[config.mk]
export PLATFORM = sky130hd
export DESIGN_NAME = sram_req_ctrl_flat
export DESIGN_NICKNAME = d
export VERILOG_FILES = /design/src/rtl/sram_ctrl_pkg.sv /design/src/rtl/sram_req_ctrl_if.sv /design/src/rtl/sram_resp_fifo.sv /design/src/rtl/sram_req_ctrl.sv /design/src/flat_wrapper.sv
export SDC_FILE = /design/constraint.sdc
export NUM_CORES = 1
export LEC_CHECK = 0
export ABC_AREA = 1
export ABC_CLOCK_PERIOD_IN_PS = 3400
export BUFFER_PORTS_ARGS = -buffer_cell sky130_fd_sc_hd__buf_2
export CAP_MARGIN = 20
export CORE_ASPECT_RATIO = 0.75
export CORE_UTILIZATION = 59
export CTS_CLUSTER_DIAMETER = 150
export CTS_CLUSTER_SIZE = 30
export DETAILED_ROUTE_END_ITERATION = 10
export PLACE_DENSITY = 0.85
export SLEW_MARGIN = 40
export SYNTH_ARGS = -nofsm -noshare
export SYNTH_HDL_FRONTEND = slang
export SYNTH_HIERARCHICAL = 1
export SYNTH_SLANG_ARGS = --single-unit
[constraint.sdc]
create_clock -name clock -period 3.4 [get_ports clock]
set_input_delay 0.17 -clock clock [delete_from_list [all_inputs] [get_ports clock]]
set_output_delay 0.17 -clock clock [all_outputs]
set_load 0.01 [all_outputs]
[src/rtl/sram_ctrl_pkg.sv]
// Shared types and defaults for the SRAM request controller and its
// response FIFO.
package sram_ctrl_pkg;

    // Default number of response FIFO entries (also the credit limit).
    localparam int RESP_DEPTH_DEF = 4;

    // Word width carried by a response entry; matches the SRAM word.
    localparam int RESP_DATA_W = 64;

    // Controller top-level state: fill the array, then serve requests.
    typedef enum logic [0:0] {
        ST_INIT = 1'b0,
        ST_RUN  = 1'b1
    } state_e;

    // One retired request: write acknowledge (data 0) or read data.
    typedef struct packed {
        logic                   write;
        logic [RESP_DATA_W-1:0] data;
    } resp_t;

    // Counter width able to hold 0..depth inclusive.
    function automatic int cnt_width(input int depth);
        return $clog2(depth + 1);
    endfunction

endpackage

[src/rtl/sram_req_ctrl_if.sv]
// Request, response and SRAM-port bundle of the SRAM request controller.
// The slave view is the controller; the master view is its environment
// (requester, response consumer and the SRAM read-data return).
interface sram_req_ctrl_if #(
    parameter int ADDR_W = 9,
    parameter int DATA_W = 64,
    parameter int MASK_W = 8
);
    logic              req_valid;
    logic              req_ready;
    logic              req_write;
    logic [ADDR_W-1:0] req_addr;
    logic [DATA_W-1:0] req_data;
    logic [MASK_W-1:0] req_mask;

    logic              resp_valid;
    logic              resp_ready;
    logic              resp_write;
    logic [DATA_W-1:0] resp_data;

    logic              W0_en;
    logic [ADDR_W-1:0] W0_addr;
    logic [DATA_W-1:0] W0_data;
    logic [MASK_W-1:0] W0_mask;
    logic              R0_en;
    logic [ADDR_W-1:0] R0_addr;
    logic [DATA_W-1:0] R0_data;

    modport master (
        output req_valid, req_write, req_addr, req_data, req_mask,
        output resp_ready, R0_data,
        input  req_ready, resp_valid, resp_write, resp_data,
        input  W0_en, W0_addr, W0_data, W0_mask, R0_en, R0_addr
    );

    modport slave (
        input  req_valid, req_write, req_addr, req_data, req_mask,
        input  resp_ready, R0_data,
        output req_ready, resp_valid, resp_write, resp_data,
        output W0_en, W0_addr, W0_data, W0_mask, R0_en, R0_addr
    );
endinterface

[src/rtl/sram_resp_fifo.sv]
// Ordered response FIFO. Output comes straight from storage registers
// (no enqueue-to-dequeue bypass), so an entry is visible the cycle after
// it is written.
module sram_resp_fifo
    import sram_ctrl_pkg::*;
#(
    parameter  int DEPTH = RESP_DEPTH_DEF,
    localparam int PTR_W = (DEPTH > 1) ? $clog2(DEPTH) : 1,
    localparam int CNT_W = cnt_width(DEPTH)
) (
    input  logic             clock,
    input  logic             reset_n,
    input  logic             enq_valid,
    input  resp_t            enq_data,
    input  logic             deq_ready,
    output logic             deq_valid,
    output resp_t            deq_data,
    output logic [CNT_W-1:0] count
);

    resp_t            mem_r [DEPTH];
    logic [PTR_W-1:0] wr_ptr_r;
    logic [PTR_W-1:0] rd_ptr_r;
    logic [CNT_W-1:0] count_r;
    logic             not_empty_r;
    logic             push_s;
    logic             pop_s;
    logic [CNT_W-1:0] count_next_s;

    // Pointers wrap modulo DEPTH, which need not be a power of two.
    function automatic logic [PTR_W-1:0] ptr_inc(input logic [PTR_W-1:0] p);
        if (p == PTR_W'(DEPTH - 1)) begin
            return {PTR_W{1'b0}};
        end else begin
            return p + PTR_W'(1'b1);
        end
    endfunction

    // Push/pop qualification and next occupancy.
    always_comb begin
        push_s       = enq_valid && (count_r != CNT_W'(DEPTH));
        pop_s        = not_empty_r && deq_ready;
        count_next_s = count_r;
        case ({push_s, pop_s})
            2'b10:   count_next_s = count_r + CNT_W'(1'b1);
            2'b01:   count_next_s = count_r - CNT_W'(1'b1);
            default: count_next_s = count_r;
        endcase
    end

    // Storage, pointers, occupancy and the registered non-empty flag.
    always_ff @(posedge clock or negedge reset_n) begin
        if (!reset_n) begin
            wr_ptr_r    <= {PTR_W{1'b0}};
            rd_ptr_r    <= {PTR_W{1'b0}};
            count_r     <= {CNT_W{1'b0}};
            not_empty_r <= 1'b0;
            for (int i = 0; i < DEPTH; i++) begin
                mem_r[i] <= {($bits(resp_t)){1'b0}};
            end
        end else begin
            if (push_s) begin
                mem_r[wr_ptr_r] <= enq_data;
                wr_ptr_r        <= ptr_inc(wr_ptr_r);
            end
            if (pop_s) begin
                rd_ptr_r <= ptr_inc(rd_ptr_r);
            end
            count_r     <= count_next_s;
            not_empty_r <= (count_next_s != {CNT_W{1'b0}});
        end
    end

    assign deq_valid = not_empty_r;
    assign deq_data  = mem_r[rd_ptr_r];
    assign count     = count_r;

endmodule

[src/rtl/sram_req_ctrl.sv]
// Request-side controller for a 1R1W byte-masked SRAM. Fills the array
// after reset, then turns valid/ready requests into SRAM port activity and
// retires each one, in order, through a credit-limited response FIFO.
module sram_req_ctrl
    import sram_ctrl_pkg::*;
#(
    parameter int              ADDR_W     = 9,
    parameter int              DATA_W     = RESP_DATA_W,
    parameter int              MASK_W     = 8,
    parameter int              RESP_DEPTH = RESP_DEPTH_DEF,
    parameter bit              INIT_EN    = 1'b1,
    parameter logic [DATA_W-1:0] INIT_VALUE = {DATA_W{1'b0}}
) (
    input  logic             clock,
    input  logic             reset_n,
    sram_req_ctrl_if.slave   bus,
    output logic             init_done
);

    localparam int CNT_W = cnt_width(RESP_DEPTH);
    localparam int INF_W = CNT_W + 1;

    state_e            state_r;
    state_e            state_next_s;
    logic              fill_en_r;
    logic [ADDR_W-1:0] fill_cnt_r;
    logic              init_done_r;
    logic              req_ready_r;
    logic              req_ready_next_s;
    logic              p1_valid_r;
    logic              p1_write_r;

    logic              accept_s;
    logic              deq_s;
    logic              fifo_valid_s;
    resp_t             fifo_out_s;
    resp_t             enq_entry_s;
    logic [CNT_W-1:0]  fifo_cnt_s;
    logic [CNT_W-1:0]  fifo_cnt_next_s;
    logic [INF_W-1:0]  inflight_next_s;

    logic              w0_en_s;
    logic [ADDR_W-1:0] w0_addr_s;
    logic [DATA_W-1:0] w0_data_s;
    logic [MASK_W-1:0] w0_mask_s;
    logic              r0_en_s;

    // SRAM port drive: fill writes while filling, otherwise the accepted request.
    always_comb begin
        accept_s = bus.req_valid && req_ready_r;
        if (fill_en_r) begin
            w0_en_s   = 1'b1;
            w0_addr_s = fill_cnt_r;
            w0_data_s = INIT_VALUE;
            w0_mask_s = {MASK_W{1'b1}};
        end else begin
            w0_en_s   = accept_s && bus.req_write;
            w0_addr_s = bus.req_addr;
            w0_data_s = bus.req_data;
            w0_mask_s = bus.req_mask;
        end
        r0_en_s = accept_s && !bus.req_write;
    end

    // Next state and next-cycle credit availability, so req_ready is a flop.
    always_comb begin
        state_next_s = state_r;
        case (state_r)
            ST_INIT: begin
                if (fill_en_r && (fill_cnt_r == {ADDR_W{1'b1}})) begin
                    state_next_s = ST_RUN;
                end else begin
                    state_next_s = ST_INIT;
                end
            end
            ST_RUN:  state_next_s = ST_RUN;
            default: state_next_s = ST_INIT;
        endcase

        deq_s           = fifo_valid_s && bus.resp_ready;
        fifo_cnt_next_s = fifo_cnt_s;
        case ({p1_valid_r, deq_s})
            2'b10:   fifo_cnt_next_s = fifo_cnt_s + CNT_W'(1'b1);
            2'b01:   fifo_cnt_next_s = fifo_cnt_s - CNT_W'(1'b1);
            default: fifo_cnt_next_s = fifo_cnt_s;
        endcase

        // In-flight next cycle = new p1 occupant plus next FIFO occupancy.
        inflight_next_s  = {1'b0, fifo_cnt_next_s} + {{CNT_W{1'b0}}, accept_s};
        req_ready_next_s = (state_next_s == ST_RUN) && (inflight_next_s < INF_W'(RESP_DEPTH));
    end

    // FSM: fill sequencing (one idle cycle, then one address per cycle) and init_done.
    always_ff @(posedge clock or negedge reset_n) begin
        if (!reset_n) begin
            state_r     <= INIT_EN ? ST_INIT : ST_RUN;
            fill_en_r   <= 1'b0;
            fill_cnt_r  <= {ADDR_W{1'b0}};
            init_done_r <= 1'b0;
        end else begin
            state_r <= state_next_s;
            case (state_r)
                ST_INIT: begin
                    if (!fill_en_r) begin
                        fill_en_r <= 1'b1;
                    end else if (fill_cnt_r == {ADDR_W{1'b1}}) begin
                        fill_en_r <= 1'b0;
                    end else begin
                        fill_cnt_r <= fill_cnt_r + ADDR_W'(1'b1);
                    end
                end
                default: fill_en_r <= 1'b0;
            endcase
            init_done_r <= (state_next_s == ST_RUN);
        end
    end

    // Credit-gated ready and the p1 stage that waits for SRAM read data.
    always_ff @(posedge clock or negedge reset_n) begin
        if (!reset_n) begin
            req_ready_r <= 1'b0;
            p1_valid_r  <= 1'b0;
            p1_write_r  <= 1'b0;
        end else begin
            req_ready_r <= req_ready_next_s;
            p1_valid_r  <= accept_s;
            p1_write_r  <= bus.req_write;
        end
    end

    // Response entry built in the p1 cycle; R0_data is only valid here.
    always_comb begin
        enq_entry_s.write = p1_write_r;
        if (p1_write_r) begin
            enq_entry_s.data = {DATA_W{1'b0}};
        end else begin
            enq_entry_s.data = bus.R0_data;
        end
    end

    sram_resp_fifo #(
        .DEPTH (RESP_DEPTH)
    ) u_resp_fifo (
        .clock     (clock),
        .reset_n   (reset_n),
        .enq_valid (p1_valid_r),
        .enq_data  (enq_entry_s),
        .deq_ready (bus.resp_ready),
        .deq_valid (fifo_valid_s),
        .deq_data  (fifo_out_s),
        .count     (fifo_cnt_s)
    );

    assign bus.req_ready  = req_ready_r;
    assign bus.resp_valid = fifo_valid_s;
    assign bus.resp_write = fifo_out_s.write;
    assign bus.resp_data  = fifo_out_s.data;
    assign bus.W0_en      = w0_en_s;
    assign bus.W0_addr    = w0_addr_s;
    assign bus.W0_data    = w0_data_s;
    assign bus.W0_mask    = w0_mask_s;
    assign bus.R0_en      = r0_en_s;
    assign bus.R0_addr    = bus.req_addr;
    assign init_done      = init_done_r;

endmodule

[src/flat_wrapper.sv]
// flat-port wrapper written by rule: the top's interface ports become plain ports
module sram_req_ctrl_flat import sram_ctrl_pkg::*;
#(
    parameter int              ADDR_W     = 9,
    parameter int              DATA_W     = RESP_DATA_W,
    parameter int              MASK_W     = 8,
    parameter int              RESP_DEPTH = RESP_DEPTH_DEF,
    parameter bit              INIT_EN    = 1'b1,
    parameter logic [DATA_W-1:0] INIT_VALUE = {DATA_W{1'b0}}
)
  (clock, reset_n, init_done, bus_req_valid, bus_req_write, bus_req_addr, bus_req_data, bus_req_mask, bus_resp_ready, bus_R0_data, bus_req_ready, bus_resp_valid, bus_resp_write, bus_resp_data, bus_W0_en, bus_W0_addr, bus_W0_data, bus_W0_mask, bus_R0_en, bus_R0_addr);
  sram_req_ctrl_if #(.ADDR_W(ADDR_W), .DATA_W(DATA_W), .MASK_W(MASK_W)) bus_i ();
  input  logic clock;
  input  logic reset_n;
  output logic init_done;
  input wire logic [$bits(bus_i.req_valid)-1:0] bus_req_valid;
  input wire logic [$bits(bus_i.req_write)-1:0] bus_req_write;
  input wire logic [$bits(bus_i.req_addr)-1:0] bus_req_addr;
  input wire logic [$bits(bus_i.req_data)-1:0] bus_req_data;
  input wire logic [$bits(bus_i.req_mask)-1:0] bus_req_mask;
  input wire logic [$bits(bus_i.resp_ready)-1:0] bus_resp_ready;
  input wire logic [$bits(bus_i.R0_data)-1:0] bus_R0_data;
  output wire logic [$bits(bus_i.req_ready)-1:0] bus_req_ready;
  output wire logic [$bits(bus_i.resp_valid)-1:0] bus_resp_valid;
  output wire logic [$bits(bus_i.resp_write)-1:0] bus_resp_write;
  output wire logic [$bits(bus_i.resp_data)-1:0] bus_resp_data;
  output wire logic [$bits(bus_i.W0_en)-1:0] bus_W0_en;
  output wire logic [$bits(bus_i.W0_addr)-1:0] bus_W0_addr;
  output wire logic [$bits(bus_i.W0_data)-1:0] bus_W0_data;
  output wire logic [$bits(bus_i.W0_mask)-1:0] bus_W0_mask;
  output wire logic [$bits(bus_i.R0_en)-1:0] bus_R0_en;
  output wire logic [$bits(bus_i.R0_addr)-1:0] bus_R0_addr;
  assign bus_i.req_valid = bus_req_valid;
  assign bus_i.req_write = bus_req_write;
  assign bus_i.req_addr = bus_req_addr;
  assign bus_i.req_data = bus_req_data;
  assign bus_i.req_mask = bus_req_mask;
  assign bus_i.resp_ready = bus_resp_ready;
  assign bus_i.R0_data = bus_R0_data;
  assign bus_req_ready = bus_i.req_ready;
  assign bus_resp_valid = bus_i.resp_valid;
  assign bus_resp_write = bus_i.resp_write;
  assign bus_resp_data = bus_i.resp_data;
  assign bus_W0_en = bus_i.W0_en;
  assign bus_W0_addr = bus_i.W0_addr;
  assign bus_W0_data = bus_i.W0_data;
  assign bus_W0_mask = bus_i.W0_mask;
  assign bus_R0_en = bus_i.R0_en;
  assign bus_R0_addr = bus_i.R0_addr;
  sram_req_ctrl #(.ADDR_W(ADDR_W), .DATA_W(DATA_W), .MASK_W(MASK_W), .RESP_DEPTH(RESP_DEPTH), .INIT_EN(INIT_EN), .INIT_VALUE(INIT_VALUE)) u_core (.clock(clock), .reset_n(reset_n), .bus(bus_i), .init_done(init_done));
endmodule
==> metrics.md, run 1 <==
| Metric | Value |
|---|---|
| Status | `finished, final reports clean` |
| Leakage | `a little under 8 nW` |
| Routed wire length | `44,200 µm` |
| Met2 Track Usage GR | `a little over half` |
| CP Max Fanout | `approximately 60` |
| Fin crit period | `~2.8 ns` |
| Largest net degree at the start of global routing | `181` |
| Distinct cells, synth | `25` |
| CTS tree | `built` |
| Commonest non-fill, non-tap cells in the layout | `nand2_1, nor2_1, buf_2` |
| CTS root buffer | `clkbuf_16` |
| DRC Markers | `0` |
| Setup TNS | `0 ns` |
| Core area | `approximately 25,000 µm²` |
| Clock network power share | `32.9%` |
| Clock Tree Buf Depth | `3` |
| Syn_nets | `about 2,200` |
| Die area | `around 26,000 µm²` |
| WL/cell | `approximately 17 µm` |
| Vias in the first global route | `around 14,000` |
| Ys async rst share | `100%` |
| Initial core utilization | `60.6%` |
| Hold_ws | `roughly 0.037 ns` |
| Sw Ratio | `a little under a quarter` |
| CTS Buf Count | `13` |
| Clk Latency, worst-skew pair | `roughly 0.5 ns` |
| Synth Cell Area | `approximately 15,000 µm²` |
| Vias/cell | `between 5 and 6` |
| Cts hold-fix bufs | `3` |
| Logic pwr share | `5.1%` |
| Avg Inst Size Synth | `about 7.4 µm²` |
| Mux cell area share after synthesis | `0%` |
| Crit share post-route | `between 80% and 90%` |
| Data required, critical path | `between 3 and 4 ns` |
| Simple-gate share of the synthesized area | `around a third` |
| Setup Fix Bufs, Post-CTS | `0` |
| Crit path arrival time | `2.66 ns` |
| Die height | `~140 µm` |
| Clock-pin slew on the worst setup and hold paths | `between 0.1 and 0.15 ns` |
| FILL cells | `between 2,000 and 2,500` |
| Max VDD drop | `between 0.2 and 0.3 mV` |
| Final Slew Violations | `0` |
| Dpl hpwl | `roughly 26,000 µm` |
| Post-cts resize count | `0` |
| CTS H-Tree Depth | `1` |
| Drt first-iter violations | `approximately 1,800` |
| Routed Antenna Nets | `0` |
| #FFs+latches synth | `roughly 280` |
| RePlAce Congestion | `1.04` |
| Multi-input logic area | `approximately 6600 µm²` |
| Sequential share of the synthesized area | `46.4%` |
| XOR/XNOR share of the synthesized area | `0.231%` |
| Final #Nets | `around 2,400` |
| Cell Pwr Density | `about 320 nW/µm²` |
| IO Port Bufs | `a little over 300` |
| Gr busiest metal | `met2` |
| First-pass GRT wire length | `a little over 70,000 µm` |
| Leading cell type in the layout, fill and taps excluded | `nand2_1` |
| P&R area growth vs syn | `11.2%` |
| Core Rows | `50` |
| Synthesis Warnings | `6` |
| Compound-Gate Fraction of Synth Area | `under 10%` |
| Layout cells sized above 1 | `between 10% and 20%` |
| # IOs | `310` |
| GRT overflow | `0` |
| Worst-Margin Slew | `between 0.9 and 1 ns` |
| Register area | `7070 µm²` |
| Ys flop type | `dfrtp_1` |
| RSZ-0062 raised after global routing | `no` |
| GR Util met1 | `~47%` |
| Global-route usage over all layers | `between 30% and 40%` |
| Final hold vios | `0` |
| Setup crit end kind | `output pin` |
| First drt pass iteration count | `6` |
| Synth Instances | `2,050` |
| Final setup fails | `0` |
| Switching power | `1.25 mW` |
| Initial antenna violation count | `1` |
| Via Count | `about 15,000` |
| Main combinational cell family by area after synthesis | `simple AND/OR/NAND/NOR gates` |
| Met3 usage | `approximately 4.1%` |
| Crit Path Class | `reg2out` |
| Register share of total power | `62.0%` |
| Worst hold path class | `in2reg` |
| CTS Sinks | `282` |
| Int Power | `between 4 and 5 mW` |
| Post-synth EDFFs | `0` |
| Slew HR | `about two fifths` |
| Worst Clk Skew | `between 0.02 and 0.03 ns` |
| Die Wd | `roughly 190 µm` |
| CP startpoint kind | `flip-flop` |
| Max Cap Viol | `0` |
| Adder-cell share of the synthesized area | `about 1%` |
| Fmax achieved | `0.354 GHz` |
final timing paths:
check / start / end / slack [ns] / cells after the start
hold / removal: bus_R0_data[28] / u_core/u_resp_fifo/mem_r[158] / 0.04 / 5
min in group asynchronous: reset_n / u_core/u_resp_fifo/mem_r[205] / 0.24 / 2
setup / recovery: u_core/u_resp_fifo/rd_ptr_r[0] / bus_resp_data[32] / 0.57 / 5
setup reg to reg: u_core/u_resp_fifo/count[0] / u_core/u_resp_fifo/deq_valid / 0.78 / 9
hold reg to reg: u_core/u_resp_fifo/mem_r[161] / u_core/u_resp_fifo/mem_r[161] / 0.47 / 2
max in group asynchronous: reset_n / u_core/p1_valid_r / 2.19 / 3
cell families (layout without fill, tap and decap cells):
group           count (synthesis)  count (layout)
compound gates                203             203
xor+xnor                        4               4
fa+ha+maj                      11              11
buf+inv                       340             514
flops                         282             282
other cells                     0               1
simple gates                 1210            1210
stage by stage:
step	setup slack, ns	instances	power, mW	utilization, %	cell area, µm²
after floorplan	1.36	2050	3.51	-	15200
after global placement	0.888	2542	3.70	65.8	16500
after detailed placement	0.828	2542	3.70	65.8	16500
after CTS	0.620	2562	5.45	67.3	16900
after global routing	0.465	2563	5.59	67.4	16900
final	0.574	2563	5.42	67.4	16900
critical path, stage by stage, from the launching register on:
cell	delay (ns)
dfrtp_4	0.51
clkinv_2	0.57
buf_4	0.37
o21ai_0	0.11
o21ai_0	0.39
buf_2	0.21
power groups by stage:
stage,registers (mW),clock network [mW],logic [mW]
after global placement,3.43,0,0.272
final,3.36,1.79,0.277
after floorplan,3.42,0,0.0889
after detailed placement,3.43,0,0.274
after global routing,3.36,1.92,0.312
after CTS,3.36,1.81,0.279
state kept, by name, indices dropped and copies added (netlist names):
name                          flops
u_core/u_resp_fifo/mem_r        260
u_core/fill_en_r                  1
u_core/u_resp_fifo/count          3
u_core/bus.req_ready              1
u_core/u_resp_fifo/rd_ptr_r       2
u_core/init_done                  1
u_core/u_resp_fifo/deq_valid      1
u_core/u_resp_fifo/wr_ptr_r       2
u_core/p1_valid_r                 1
u_core/p1_write_r                 1
u_core/fill_cnt_r                 9
layout make-up:
type | count | area share (%)
well taps | 338 | 2.50
flip-flops and latches | 282 | 41.8
repair buffers | 340 | 11.3
inverters | 157 | 3.50
multi-input cells | 1428 | 38.8
clock inverters | 1 | 0.118
clock buffers | 16 | 1.99
diodes | 1 | 0.0148
synth_stat cells (all sizes together) (2+ instances only):
cell	count	area, µm²
nand2	588	2210
nor2	334	1260
dfrtp	282	7060
nand4	262	1640
o21ai	203	1020
buf	161	986
inv	157	589
clkbuf	22	83.8
nand3	16	92.6
ha	9	113
or2	9	56.3
xor2	4	35.0
fa	2	40.0
metal layers:
| metal | wire length, µm | share of wire [%] | vias to the layer above |
|---|---|---|---|
| met5 | 0 | 0 | - |
| met4 | 962 | 2.2 | 0 |
| met3 | 4310 | 9.7 | 60 |
| met2 | 20900 | 47 | 805 |
| met1 | 18000 | 41 | 6899 |
| li1 | - | - | 6950 |
Note: power is estimated with default switching activity, not from simulation.
==> run 2, diff against run 1 <==
Settings changed: ABC_CLOCK_PERIOD_IN_PS 3400 to 2400, CORE_UTILIZATION 59 to 50, PLACE_DENSITY 0.85 to 0.77.
Clock period 3.4 ns to 2.4 ns, I/O delays scaled along.
==> run 2 against run 1 <==
Hold slack lost 0.032 ns; total power grew 43%; non-clock buffer count grew 44; sequential cell count is the same; core utilization shrank 8.1 points; clock-buffer cell count is the same; clock skew shrank 0.0063 ns; clock power grew 42%; highest routed layer unchanged.
==> metrics.md, run 2 (synthesis results as in run 1) <==
| Metric | Value |
|---|---|
| Max Cap Viol | `0 (unchanged)` |
| Slew HR | `50.7% (+11 points)` |
| RePlAce Congestion | `0.986 (-5.6%)` |
| Pwr Total | `7.74 mW (+43%)` |
| CTS Sinks | `282 (unchanged)` |
| Crit Path Class | `reg2out` |
| CP Max Fanout | `132 (+120%)` |
| Cell Pwr Density | `444 nW/µm² (+38%)` |
| Crit-path slowest cell | `buf_16` |
| Final hold vios | `0 (unchanged)` |
| GRT overflow | `0 (unchanged)` |
| # diodes | `0 (-1)` |
| Register area | `7070 µm² (unchanged)` |
| Crit share post-route | `a little over nine tenths` |
| Initial antenna violation count | `3 (+2)` |
| Clk Latency, worst-skew pair | `0.49 ns (about the same)` |
| First drt pass iteration count | `5 (-1)` |
| Die area | `31,100 µm² (+18%)` |
| CP max stage delay | `0.47 ns (-0.10 ns)` |
| CTS tree | `built` |
| Placed cell count | `2,615 (+2.9%)` |
| Fmax achieved | `between 0.4 and 0.5 GHz` |
| Dpl hpwl | `28,900 µm (+11%)` |
| Final #Nets | `2,427 (+1.8%)` |
| Fin crit period | `roughly 2.4 ns` |
| Final setup fails | `0 (unchanged)` |
| Crit path arrival time | `2.24 ns (-0.42 ns)` |
| Clock-pin slew on the worst setup and hold paths | `0.12 ns (about the same)` |
| Initial core utilization | `51.6% (-9.0 points)` |
| Commonest non-fill, non-tap cells in the layout | `nand2_1, nor2_1, buf_2` |
| Leakage | `8.17 nW (+2.8%)` |
| Routed Antenna Nets | `0 (unchanged)` |
| Drt first-iter violations | `1,816 (+2.4%)` |
| Global-route usage over all layers | `30.1% (-3.0 points)` |
| IO Port Bufs | `309 (unchanged)` |
| Cell Chain, Critical Path | `buf_16 > nor2_1 > o21ai_0 > buf_2` |
| Die height | `153 µm (+8.5%)` |
| WL/cell | `17.7 µm (+2.7%)` |
| DRC Markers | `0 (unchanged)` |
| Data required, critical path | `2.28 ns (-0.95 ns)` |
| Max FFs per register | `260 (unchanged)` |
| # IOs | `310 (unchanged)` |
| CTS H-Tree Depth | `1 (unchanged)` |
| CP Buf/Inv Count | `2 (-1)` |
| Core Rows | `54 (+8.0%)` |
| Die Wd | `203 µm (+8.5%)` |
| Core area | `29,500 µm² (+17%)` |
| RSZ-0062 raised after global routing | `no` |
| Routed wire length | `47,100 µm (+6.5%)` |
| Setup TNS | `0 ns (unchanged)` |
| Max VDD drop | `0.494 mV (+86%)` |
| Leading cell type in the layout, fill and taps excluded | `nand2_1` |
| First-pass GRT wire length | `76,000 µm (+7.3%)` |
| Fin cells | `2,660 (+3.8%)` |
| Layout cells sized above 1 | `17.7% (+0.55 points)` |
| CP delay by family, top | `buffers and inverters` |
| CTS Buf Count | `13 (unchanged)` |
| CP startpoint kind | `flip-flop` |
| Via Count | `14,912 (+1.3%)` |
| Vias/cell | `5.61 (-2.4%)` |
| Worst-Margin Slew | `0.739 ns (-0.170 ns)` |
| Status | `finished, final reports clean` |
| Worst hold path class | `in2reg` |
| Largest net degree at the start of global routing | `160 (-12%)` |
| Worst Clk Skew | `0.0190 ns (-0.00627 ns)` |
| CTS root buffer | `clkbuf_16` |
| Register bank with the most flops | `u_core/u_resp_fifo/mem_r` |
| Clock Tree Buf Depth | `3 (unchanged)` |
| P&R area growth vs syn | `14.8%` |
| Multi-input logic area | `6570 µm² (+0.21%)` |
| Vias in the first global route | `14,395 (+4.6%)` |
| Final Slew Violations | `0 (unchanged)` |
| FILL cells | `2,722 (+30%)` |
| Setup crit end kind | `output pin` |
==> run 2: cell types whose count changed in the layout (fill, tap and decap cells not counted), moves of 2 or more <==
cell	previous run	this run
dlygate4sd3_1	3	28
buf_4	18	32
o21ai_0	179	175
buf_12	8	11
o21ai_1	23	26
buf_16	0	2
==> run 2: timing repair <==
action	CTS	global route
hold endpoints to repair	136	0
hold buffers	28	0
gates cloned	0	0
setup endpoints to repair	1	11
setup buffers	0	0
resized for setup	1	7
==> run 2: path summary, 6_finish.rpt <==
path | from | end | slack, ns | cells past startpoint
max | u_core/u_resp_fifo/rd_ptr_r[0] | bus_resp_data[62] | 0.04 | 4
min | bus_R0_data[57] | u_core/u_resp_fifo/mem_r[187] | 0.006 | 5
max reg2reg | u_core/u_resp_fifo/count[0] | u_core/u_resp_fifo/deq_valid | 0.19 | 9
min reg2reg | u_core/u_resp_fifo/mem_r[33] | u_core/u_resp_fifo/mem_r[33] | 0.47 | 2
max in group asynchronous | reset_n | u_core/u_resp_fifo/mem_r[221] | 1.24 | 4
min in group asynchronous | reset_n | u_core/u_resp_fifo/mem_r[139] | 0.16 | 2
==> run 2: report_power, final <==
part	internal, mW	switching [mW]	leakage (nW)
combinational	0.168	0.276	5.43
sequential	4.75	0.00721	2.57
clock	1.03	1.51	0.174
total	5.95	1.79	8.17
==> run 2: through the flow <==
stage	instance area [µm²]	hold slack, ns	setup slack (ns)	utilization [%]
after floorplan	15200	-0.176	0.363	-
after global placement	16800	0.141	0.250	57.0
after detailed placement	16800	0.142	0.213	57.0
after CTS	17400	0.00133	0.00877	59.2
after global routing	17400	0.0178	0.000217	59.2
final	17400	0.00573	0.0390	59.2
==> run 2: final cells by class <==
type | instances | share of cell area, %
Sequential cell | 282 | 40.5
Inverter | 157 | 3.39
Clock inverter | 1 | 0.115
Tap cell | 392 | 2.81
Multi-Input combinational cell | 1428 | 37.6
Timing Repair Buffer | 384 | 13.6
Clock buffer | 16 | 1.93
==> run 2: routing by layer <==
metal | vias up | GRT usage, % | wire length (µm)
li1 | 7044 | - | -
met1 | 7029 | 41.9 | 19500
met2 | 777 | 49.0 | 22200
met3 | 62 | 4.43 | 4210
met4 | 0 | 8.38 | 1220
met5 | - | 0 | 0
==> run 2: worst reg2reg max path, cell delays in order (launching register included) <==
cell     delay (ns)
dfrtp_1        0.49
nor2_1         0.33
nand2_8        0.16
nand2_2        0.13
ha_1           0.22
fa_1           0.43
nand2_1        0.09
nand2_1        0.07
nor2_1         0.11
nand3_1        0.08
